<file path="src/rtl/dll_lock_sequencer_pkg.sv">
// Shared definitions for the FMDLL lock-acquisition sequencer.
// Holds the FSM state encoding, default timing parameters and the SAR code
// width shared with the phase tracking controller's SAR.
package dll_lock_sequencer_pkg;

  localparam int SAR_W           = 10;
  localparam int DEF_STEP_DIV    = 4;
  localparam int DEF_RST_CYC     = 4;
  localparam int DEF_HLD_TIMEOUT = 1024;
  localparam int DEF_SETTLE_CYC  = 16;
  localparam int DEF_TRACK_LIMIT = 8;
  localparam int DEF_MAX_RETRY   = 3;

  typedef enum logic [2:0] {
    ST_IDLE     = 3'd0,
    ST_PRST     = 3'd1,
    ST_HLD_WAIT = 3'd2,
    ST_SAR_RUN  = 3'd3,
    ST_SETTLE   = 3'd4,
    ST_LOCKED   = 3'd5,
    ST_FAULT    = 3'd6
  } state_e;

  // Increment that sticks at all-ones.
  function automatic logic [7:0] sat_inc8(input logic [7:0] v);
    return (v == 8'hFF) ? v : v + 8'd1;
  endfunction

endpackage

</file>
<file path="src/rtl/dll_lock_monitor.sv">
// In-lock comparator activity monitor.
// While active_i is high, samples comp_i once every STEP_DIV cycles (the
// phase counter restarts whenever active_i rises) and tracks the run length
// of identical consecutive samples. loss_of_lock_o is a combinational
// one-cycle pulse on the sample that makes the run reach TRACK_LIMIT.
// Ports:
//   clk_ext        in  clock
//   rst            in  asynchronous active-high reset
//   active_i       in  1 while the sequencer is in LOCKED
//   comp_i         in  PD comparator output
//   loss_of_lock_o out loss-of-lock pulse
module dll_lock_monitor #(
  parameter int STEP_DIV    = 4,
  parameter int TRACK_LIMIT = 8
) (
  input  logic clk_ext,
  input  logic rst,
  input  logic active_i,
  input  logic comp_i,
  output logic loss_of_lock_o
);

  localparam int PH_W  = $clog2(STEP_DIV + 1);
  localparam int RUN_W = $clog2(TRACK_LIMIT + 1);

  logic [PH_W-1:0]  ph_q;
  logic [RUN_W-1:0] run_q;
  logic [RUN_W-1:0] run_d;
  logic             prev_q;
  logic             sample;

  assign sample = active_i && (ph_q == PH_W'(STEP_DIV - 1));

  // A run of zero means no sample has been taken since entry.
  always_comb begin
    run_d = RUN_W'(1);
    if ((run_q != '0) && (comp_i == prev_q)) run_d = run_q + 1'b1;
  end

  assign loss_of_lock_o = sample && (run_d == RUN_W'(TRACK_LIMIT));

  always_ff @(posedge clk_ext or posedge rst) begin
    if (rst) begin
      ph_q   <= '0;
      run_q  <= '0;
      prev_q <= 1'b0;
    end else if (!active_i) begin
      ph_q   <= '0;
      run_q  <= '0;
      prev_q <= 1'b0;
    end else begin
      ph_q <= sample ? '0 : ph_q + 1'b1;
      if (sample) begin
        prev_q <= comp_i;
        run_q  <= loss_of_lock_o ? '0 : run_d;
      end
    end
  end

endmodule

</file>
<file path="src/rtl/dll_lock_sequencer.sv">
// Lock-acquisition and tracking sequencer for the FMDLL phase tracking
// controller. Resets the PTC, waits for the harmonic lock detector to
// release the PD, times the SAR search and settle interval, then watches
// comparator activity while locked and re-acquires on loss of lock.
// Ports:
//   clk_ext, rst        clock, asynchronous active-high reset
//   enable              1 = acquire/track, 0 = park in IDLE
//   cfg_m, cfg_n        divider configuration, latched on leaving IDLE
//   hld_reset_pd        PD held in reset by the harmonic lock detector
//   comp, sar_q         PD comparator output, current SAR code
//   ptc_rst             PTC reset (active high)
//   div_m, div_n        PTC divider enables
//   m_out, n_out        latched configuration
//   locked, fault       lock indication, sticky acquisition failure
//   state               FSM state encoding
//   lock_code           SAR code captured at the end of the search
//   relock_count        saturating loss-of-lock event count
module dll_lock_sequencer
  import dll_lock_sequencer_pkg::*;
#(
  parameter int SAR_BITS    = SAR_W,
  parameter int STEP_DIV    = DEF_STEP_DIV,
  parameter int RST_CYC     = DEF_RST_CYC,
  parameter int HLD_TIMEOUT = DEF_HLD_TIMEOUT,
  parameter int SETTLE_CYC  = DEF_SETTLE_CYC,
  parameter int TRACK_LIMIT = DEF_TRACK_LIMIT,
  parameter int MAX_RETRY   = DEF_MAX_RETRY
) (
  input  logic                clk_ext,
  input  logic                rst,
  input  logic                enable,
  input  logic [1:0]          cfg_m,
  input  logic [3:0]          cfg_n,
  input  logic                hld_reset_pd,
  input  logic                comp,
  input  logic [SAR_BITS-1:0] sar_q,
  output logic                ptc_rst,
  output logic                div_m,
  output logic                div_n,
  output logic [1:0]          m_out,
  output logic [3:0]          n_out,
  output logic                locked,
  output logic                fault,
  output logic [2:0]          state,
  output logic [SAR_BITS-1:0] lock_code,
  output logic [7:0]          relock_count
);

  localparam int SAR_CYC = SAR_BITS * STEP_DIV;
  localparam int MAX_A   = (RST_CYC > HLD_TIMEOUT) ? RST_CYC : HLD_TIMEOUT;
  localparam int MAX_B   = (SAR_CYC > SETTLE_CYC) ? SAR_CYC : SETTLE_CYC;
  localparam int CNT_W   = $clog2(((MAX_A > MAX_B) ? MAX_A : MAX_B) + 1);
  localparam int RTY_W   = $clog2(MAX_RETRY + 1);

  state_e                state_q, state_d;
  logic [CNT_W-1:0]      cnt_q, cnt_d;
  logic                  low_q, low_d;
  logic [RTY_W-1:0]      retry_q, retry_d;
  logic [1:0]            m_q, m_d;
  logic [3:0]            n_q, n_d;
  logic [SAR_BITS-1:0]   code_q, code_d;
  logic [7:0]            relock_q, relock_d;
  logic                  ptc_rst_q, div_m_q, div_n_q, locked_q, fault_q;
  logic                  loss_of_lock;
  logic                  run_path;

  dll_lock_monitor #(
    .STEP_DIV    (STEP_DIV),
    .TRACK_LIMIT (TRACK_LIMIT)
  ) u_monitor (
    .clk_ext        (clk_ext),
    .rst            (rst),
    .active_i       (state_q == ST_LOCKED),
    .comp_i         (comp),
    .loss_of_lock_o (loss_of_lock)
  );

  always_comb begin
    state_d  = state_q;
    cnt_d    = '0;
    low_d    = 1'b0;
    retry_d  = retry_q;
    m_d      = m_q;
    n_d      = n_q;
    code_d   = code_q;
    relock_d = loss_of_lock ? sat_inc8(relock_q) : relock_q;

    case (state_q)
      ST_IDLE: begin
        if (enable) begin
          state_d = ST_PRST;
          m_d     = cfg_m;
          n_d     = cfg_n;
          retry_d = '0;
        end
      end
      ST_PRST: begin
        cnt_d = cnt_q + 1'b1;
        if (cnt_q == CNT_W'(RST_CYC - 1)) state_d = ST_HLD_WAIT;
      end
      ST_HLD_WAIT: begin
        cnt_d = cnt_q + 1'b1;
        // low_q remembers that the previous sample already saw the PD released.
        if (!hld_reset_pd) begin
          low_d = 1'b1;
          if (low_q) state_d = ST_SAR_RUN;
        end
        if ((state_d == ST_HLD_WAIT) && (cnt_q == CNT_W'(HLD_TIMEOUT - 1))) begin
          retry_d = retry_q + 1'b1;
          state_d = (retry_d == RTY_W'(MAX_RETRY)) ? ST_FAULT : ST_PRST;
        end
      end
      ST_SAR_RUN: begin
        cnt_d = cnt_q + 1'b1;
        if (cnt_q == CNT_W'(SAR_CYC - 1)) state_d = ST_SETTLE;
      end
      ST_SETTLE: begin
        cnt_d = cnt_q + 1'b1;
        if (cnt_q == CNT_W'(SETTLE_CYC - 1)) begin
          state_d = ST_LOCKED;
          retry_d = '0;
        end
      end
      ST_LOCKED: begin
        if (loss_of_lock) state_d = ST_PRST;
      end
      ST_FAULT: begin
        if (!enable) state_d = ST_IDLE;
      end
      default: state_d = ST_IDLE;
    endcase

    // Dropping enable overrides every other transition; FAULT only leaves this way.
    if (!enable && (state_q != ST_FAULT)) state_d = ST_IDLE;

    // The search result is only kept on a normal SAR exit.
    if ((state_q == ST_SAR_RUN) && (state_d == ST_SETTLE)) code_d = sar_q;

    if (state_d != state_q) begin
      cnt_d = '0;
      low_d = 1'b0;
    end
  end

  assign run_path = (state_d == ST_PRST) || (state_d == ST_HLD_WAIT) ||
                    (state_d == ST_SAR_RUN) || (state_d == ST_SETTLE) ||
                    (state_d == ST_LOCKED);

  // Outputs are registered from the next state so they line up with state.
  always_ff @(posedge clk_ext or posedge rst) begin
    if (rst) begin
      state_q   <= ST_IDLE;
      cnt_q     <= '0;
      low_q     <= 1'b0;
      retry_q   <= '0;
      m_q       <= '0;
      n_q       <= '0;
      code_q    <= '0;
      relock_q  <= '0;
      ptc_rst_q <= 1'b1;
      div_m_q   <= 1'b0;
      div_n_q   <= 1'b0;
      locked_q  <= 1'b0;
      fault_q   <= 1'b0;
    end else begin
      state_q   <= state_d;
      cnt_q     <= cnt_d;
      low_q     <= low_d;
      retry_q   <= retry_d;
      m_q       <= m_d;
      n_q       <= n_d;
      code_q    <= code_d;
      relock_q  <= relock_d;
      ptc_rst_q <= (state_d == ST_IDLE) || (state_d == ST_PRST) || (state_d == ST_FAULT);
      div_m_q   <= run_path;
      div_n_q   <= run_path && (n_d != 4'd0);
      locked_q  <= (state_d == ST_LOCKED);
      fault_q   <= (state_d == ST_FAULT);
    end
  end

  assign state        = state_q;
  assign ptc_rst      = ptc_rst_q;
  assign div_m        = div_m_q;
  assign div_n        = div_n_q;
  assign m_out        = m_q;
  assign n_out        = n_q;
  assign locked       = locked_q;
  assign fault        = fault_q;
  assign lock_code    = code_q;
  assign relock_count = relock_q;

endmodule

</file>
<file path="config.mk">
export PLATFORM = sky130hd
export DESIGN_NAME = dll_lock_sequencer
export DESIGN_NICKNAME = d
export VERILOG_FILES = /design/src/rtl/dll_lock_sequencer_pkg.sv /design/src/rtl/dll_lock_monitor.sv /design/src/rtl/dll_lock_sequencer.sv
export SDC_FILE = /design/constraint.sdc
export NUM_CORES = 1
export LEC_CHECK = 0
export ABC_AREA = 1
export CORE_MARGIN = 2
export CORE_UTILIZATION = 45
export DETAILED_ROUTE_END_ITERATION = 8
export PLACE_DENSITY_LB_ADDON = 0.12
export RECOVER_POWER = 25
export SYNTH_ARGS = -nofsm -noshare
export SYNTH_HDL_FRONTEND = slang
export SYNTH_SLANG_ARGS = --single-unit
</file>
<file path="constraint.sdc">
create_clock -name clk_ext -period 2.31 [get_ports clk_ext]
set_input_delay 0.5775 -clock clk_ext [delete_from_list [all_inputs] [get_ports clk_ext]]
set_output_delay 0.5775 -clock clk_ext [all_outputs]
set_load 0.02 [all_outputs]
</file>
==> flow_summary_export.csv, run 1 <==
group,metric,value,unit
run_status,outcome,"completed",
layout,antennaDiodeCount,0,
logic_synthesis,yosysTopAreaCell,"dfrtp_1",
floorplan,fp.dieH,83.4,um
sta,finClkSkew,0.00723,ns
logic_synthesis,synth.most_common_cell,"nand2_1",
clocking,cts.htree.levels,2,
sta,maxSlewViolCount,0,
critical_path,ff2ff_setup_slack,0.34,ns
logic_synthesis,syn-instance-count,352,
routing,drtAntennaViolNets,0,
clocking,clk_latency,0.31,ns
critical_path,r2r_cells,14,
floorplan,fp-row-count,28,
logic_synthesis,ys_warn_count,0,
logic_synthesis,synth_fp_nets,379,
min_path,hold_path_class,"reg2reg",
routing,drt-pass1-iter-count,5,
global_routing,antenna_found_initial,0,
routing,wl_per_cell,11.5,um
sta,worst-slew-pin-transition,1.30,ns
critical_path,endpoint_kind,"output pin",
min_path,whs_path_depth,1,
placement,port_buffers,52,
routing,dr_total_vias,2399,
logic_synthesis,yosysTopAreaCellShare,46.8,%
min_path,hp-start,"u_monitor.ph_q[0]$_DFF_PP0_",
min_path,whs_endpoint,"u_monitor.ph_q[0]$_DFF_PP0_",
placement,dp_hpwl,4290,um
placement,gp_congestion,0.767,
floorplan,start_util,47.3,%
sta,hold_violations,0,
critical_path,path_max_fanout,8,
clocking,clockBufferDepth,2,
routing,initialDrtViolationCount,77,
critical_path,crit_path_cell_trace,"clkdlybuf4s50_1",
power,finalPower,1.78,mW
sta,max_freq,0.471,GHz
routing,routed_via_density,4.83,
logic_synthesis,synth-async-reset-ratio,100,%
critical_path,slowest_stage,"clkdlybuf4s50_1",
clocking,cts_setup_buffers,0,
global_routing,overflow,0,
global_routing,grt_pass1_wl,9850,um
clocking,cts_resized,0,
global_routing,grt_pass1_vias,2301,
logic_synthesis,mappedNetlistArea,2830,sq um
layout,drive_gt1_share,16.1,%
clocking,cts_buffers,5,
logic_synthesis,yosys-top-cells-count,"nand2_1 (94), dfrtp_1 (53), inv_1 (42), nand3_1 (36), nor2_1 (31)",
sta,finalCritPeriodShare,92.0,%
logic_synthesis,synth-edff-count,0,
critical_path,arrival,1.55,ns
sta,setup_viol,0,
floorplan,die-area,6950,sq um
logic_synthesis,avgSynthCellArea,8.05,sq um
power,leakagePower,1.76,nW
logic_synthesis,synth_top_flop_cell,"dfrtp_1",
clocking,cts.sinks,54,
logic_synthesis,yosys-top-cells-area,"dfrtp_1 (47%), nand2_1 (12%), nand3_1 (6.4%)",
global_routing,grt_max_degree,55,
floorplan,io_pins,53,
power,cellPowerDensity,489,nW/um^2
critical_path,rr_startpoint,"u_monitor.run_q[0]$_DFFE_PP0P_",
logic_synthesis,synth_seq_cells,54,
critical_path,critical_path_buf_inv_count,1,
sta,slew-limit-headroom,13.2,%
layout,syn_to_final_growth,28.6,%
routing,drc,0,
layout,instances_no_fill,497,
layout,final_nets,448,
clocking,cts_hold_buffers,0,
layout,nFillCells,557,
clocking,tritoncts,"yes",
critical_path,start_kind,"flop",
sta,whs,0.437,ns
sta,fin_crit,2.13,ns
logic_synthesis,synth.distinct_cells,35,
critical_path,worstSetupPathType,"reg2out",
critical_path,cp.required,1.73,ns
floorplan,die-width,83.4,um
global_routing,gr-usage-all-layers,17.3,%
power,ir_drop,0.000294,V
logic_synthesis,ys_seq_area_share,47.7,%
critical_path,critPathTopFamily,"buffers and inverters",
placement,dpl.cell_count,489,
clocking,clk_pin_slew,0.10,ns
critical_path,crit_path_max_incr_delay,0.69,ns
critical_path,timing.rr.end,"low_q$_DFF_PP0_",
job,maxCapViolations,0,
clocking,root_buffer,"clkbuf_8",
sta,grt_setup_unrepaired,"false",
routing,drt_wl_total,5720,um
floorplan,coreArea,5990,sq um
## final cells by class
cell class / instances / area, sq um / area share [%]
well taps: 75 / 93.8 / 2.57
clock inverters: 2 / 12.5 / 0.343
inverters: 49 / 184 / 5.05
repair buffers: 66 / 648 / 17.8
multi-input cells: 245 / 1270 / 34.9
clock buffers: 6 / 82.6 / 2.27
flip-flops and latches: 54 / 1350 / 37.1
## metrics by stage
stage / setup WS [ns] / util, % / setup TNS, ns / area, sq um
global route: 0.0846 / 60.8 / 0 / 3640
CTS: 0.171 / 61.1 / 0 / 3660
detailed placement: -0.0887 / 59.5 / -1.09 / 3560
floorplan: 0.420 / - / 0 / 2830
global placement: -0.00714 / 59.5 / -0.0140 / 3560
finish: 0.185 / 60.8 / 0 / 3640
## routing by layer
metal  vias to the layer above  share of wire [%]  track usage (%)
met5                         -                  0                0
met4                         0                1.5             4.62
met3                        12                3.2             4.57
met2                        42                 49             30.4
met1                      1088                 47             21.1
li1                       1257                  -                -
## cells in the final DEF (no fill, tap or decap), types with 6 or more instances in the layout
cell type	count
clkdlybuf4s50_1	51
buf_4	11
nand2_2	12
clkbuf_8	6
inv_1	41
ha_1	6
nand3_1	36
nand2_1	94
nor2_2	14
dfrtp_1	53
nand4_1	7
inv_2	7
nor2_1	31
## logic make-up after synthesis
| group | count (synthesis) | synth area share (%) |
|---|---|---|
| adders and majority gates | 6 | 2.65 |
| AOI/OAI and AO/OA | 18 | 4.24 |
| and+or+nand+nor | 211 | 34.7 |
| buffers and inverters | 53 | 7.42 |
| xor gates and xnor gates | 7 | 2.16 |
| muxes | 3 | 1.10 |
| DFF | 54 | 47.7 |
## where the power goes
group	leakage (nW)	internal, mW	switching (mW)
Clock	0.0472	0.242	0.317
Sequential	0.730	0.970	0.0160
Combinational	0.984	0.110	0.128
## worst max path at each step
stage	to	slack, ns	cells past startpoint	from
5_1_grt	cnt_q[9]$_DFF_PP0_	0.08	15	comp
3_5_place_dp	low_q$_DFF_PP0_	-0.09	15	comp
2_1_floorplan	cnt_q[0]$_DFF_PP0_	0.42	1	rst
3_3_place_gp	low_q$_DFF_PP0_	-0.007	15	comp
6_report	state[2]	0.18	1	state[2]$_DFF_PP0_
4_1_cts	state[0]	0.17	1	state[0]$_DFF_PP0_
## worst register-to-register path: stages, from the launching register on
cell	delay (ns)
dfrtp_1	0.40
inv_1	0.11
ha_1	0.22
nand3_2	0.09
nand2_1	0.10
nor2_4	0.12
nand4_1	0.10
nand2_1	0.12
nand2_2	0.08
nand2_2	0.12
nand2_2	0.06
nand2_2	0.06
nand3_2	0.08
buf_12	0.16
nor2_1	0.09
## state kept, by name, indices dropped and copies added, names as in the netlist, 2 cells and up
| name | flops |
|---|---|
| cnt_q | 11 |
| lock_code | 10 |
| m_out | 2 |
| n_out | 4 |
| relock_count | 8 |
| retry_q | 2 |
| state | 3 |
| u_monitor.ph_q | 3 |
| u_monitor.run_q | 4 |
Note: power is estimated with default switching activity, not from simulation.
==> run 2, diff against run 1 <==
--- a/config.mk
+++ b/config.mk
@@ -9,6 +9,7 @@
 export CORE_MARGIN = 2
 export CORE_UTILIZATION = 45
 export DETAILED_ROUTE_END_ITERATION = 8
+export MAX_ROUTING_LAYER = met4
 export PLACE_DENSITY_LB_ADDON = 0.12
 export RECOVER_POWER = 25
 export SYNTH_ARGS = -nofsm -noshare
==> results of run 2 <==
Same layout as run 1: the final DEF is identical, and so are final timing and power.
Among the figures that moved: final weighted congestion in routability-driven placement 0.767 -> 0.777; overall routing resource usage 17.3% -> 17.8%
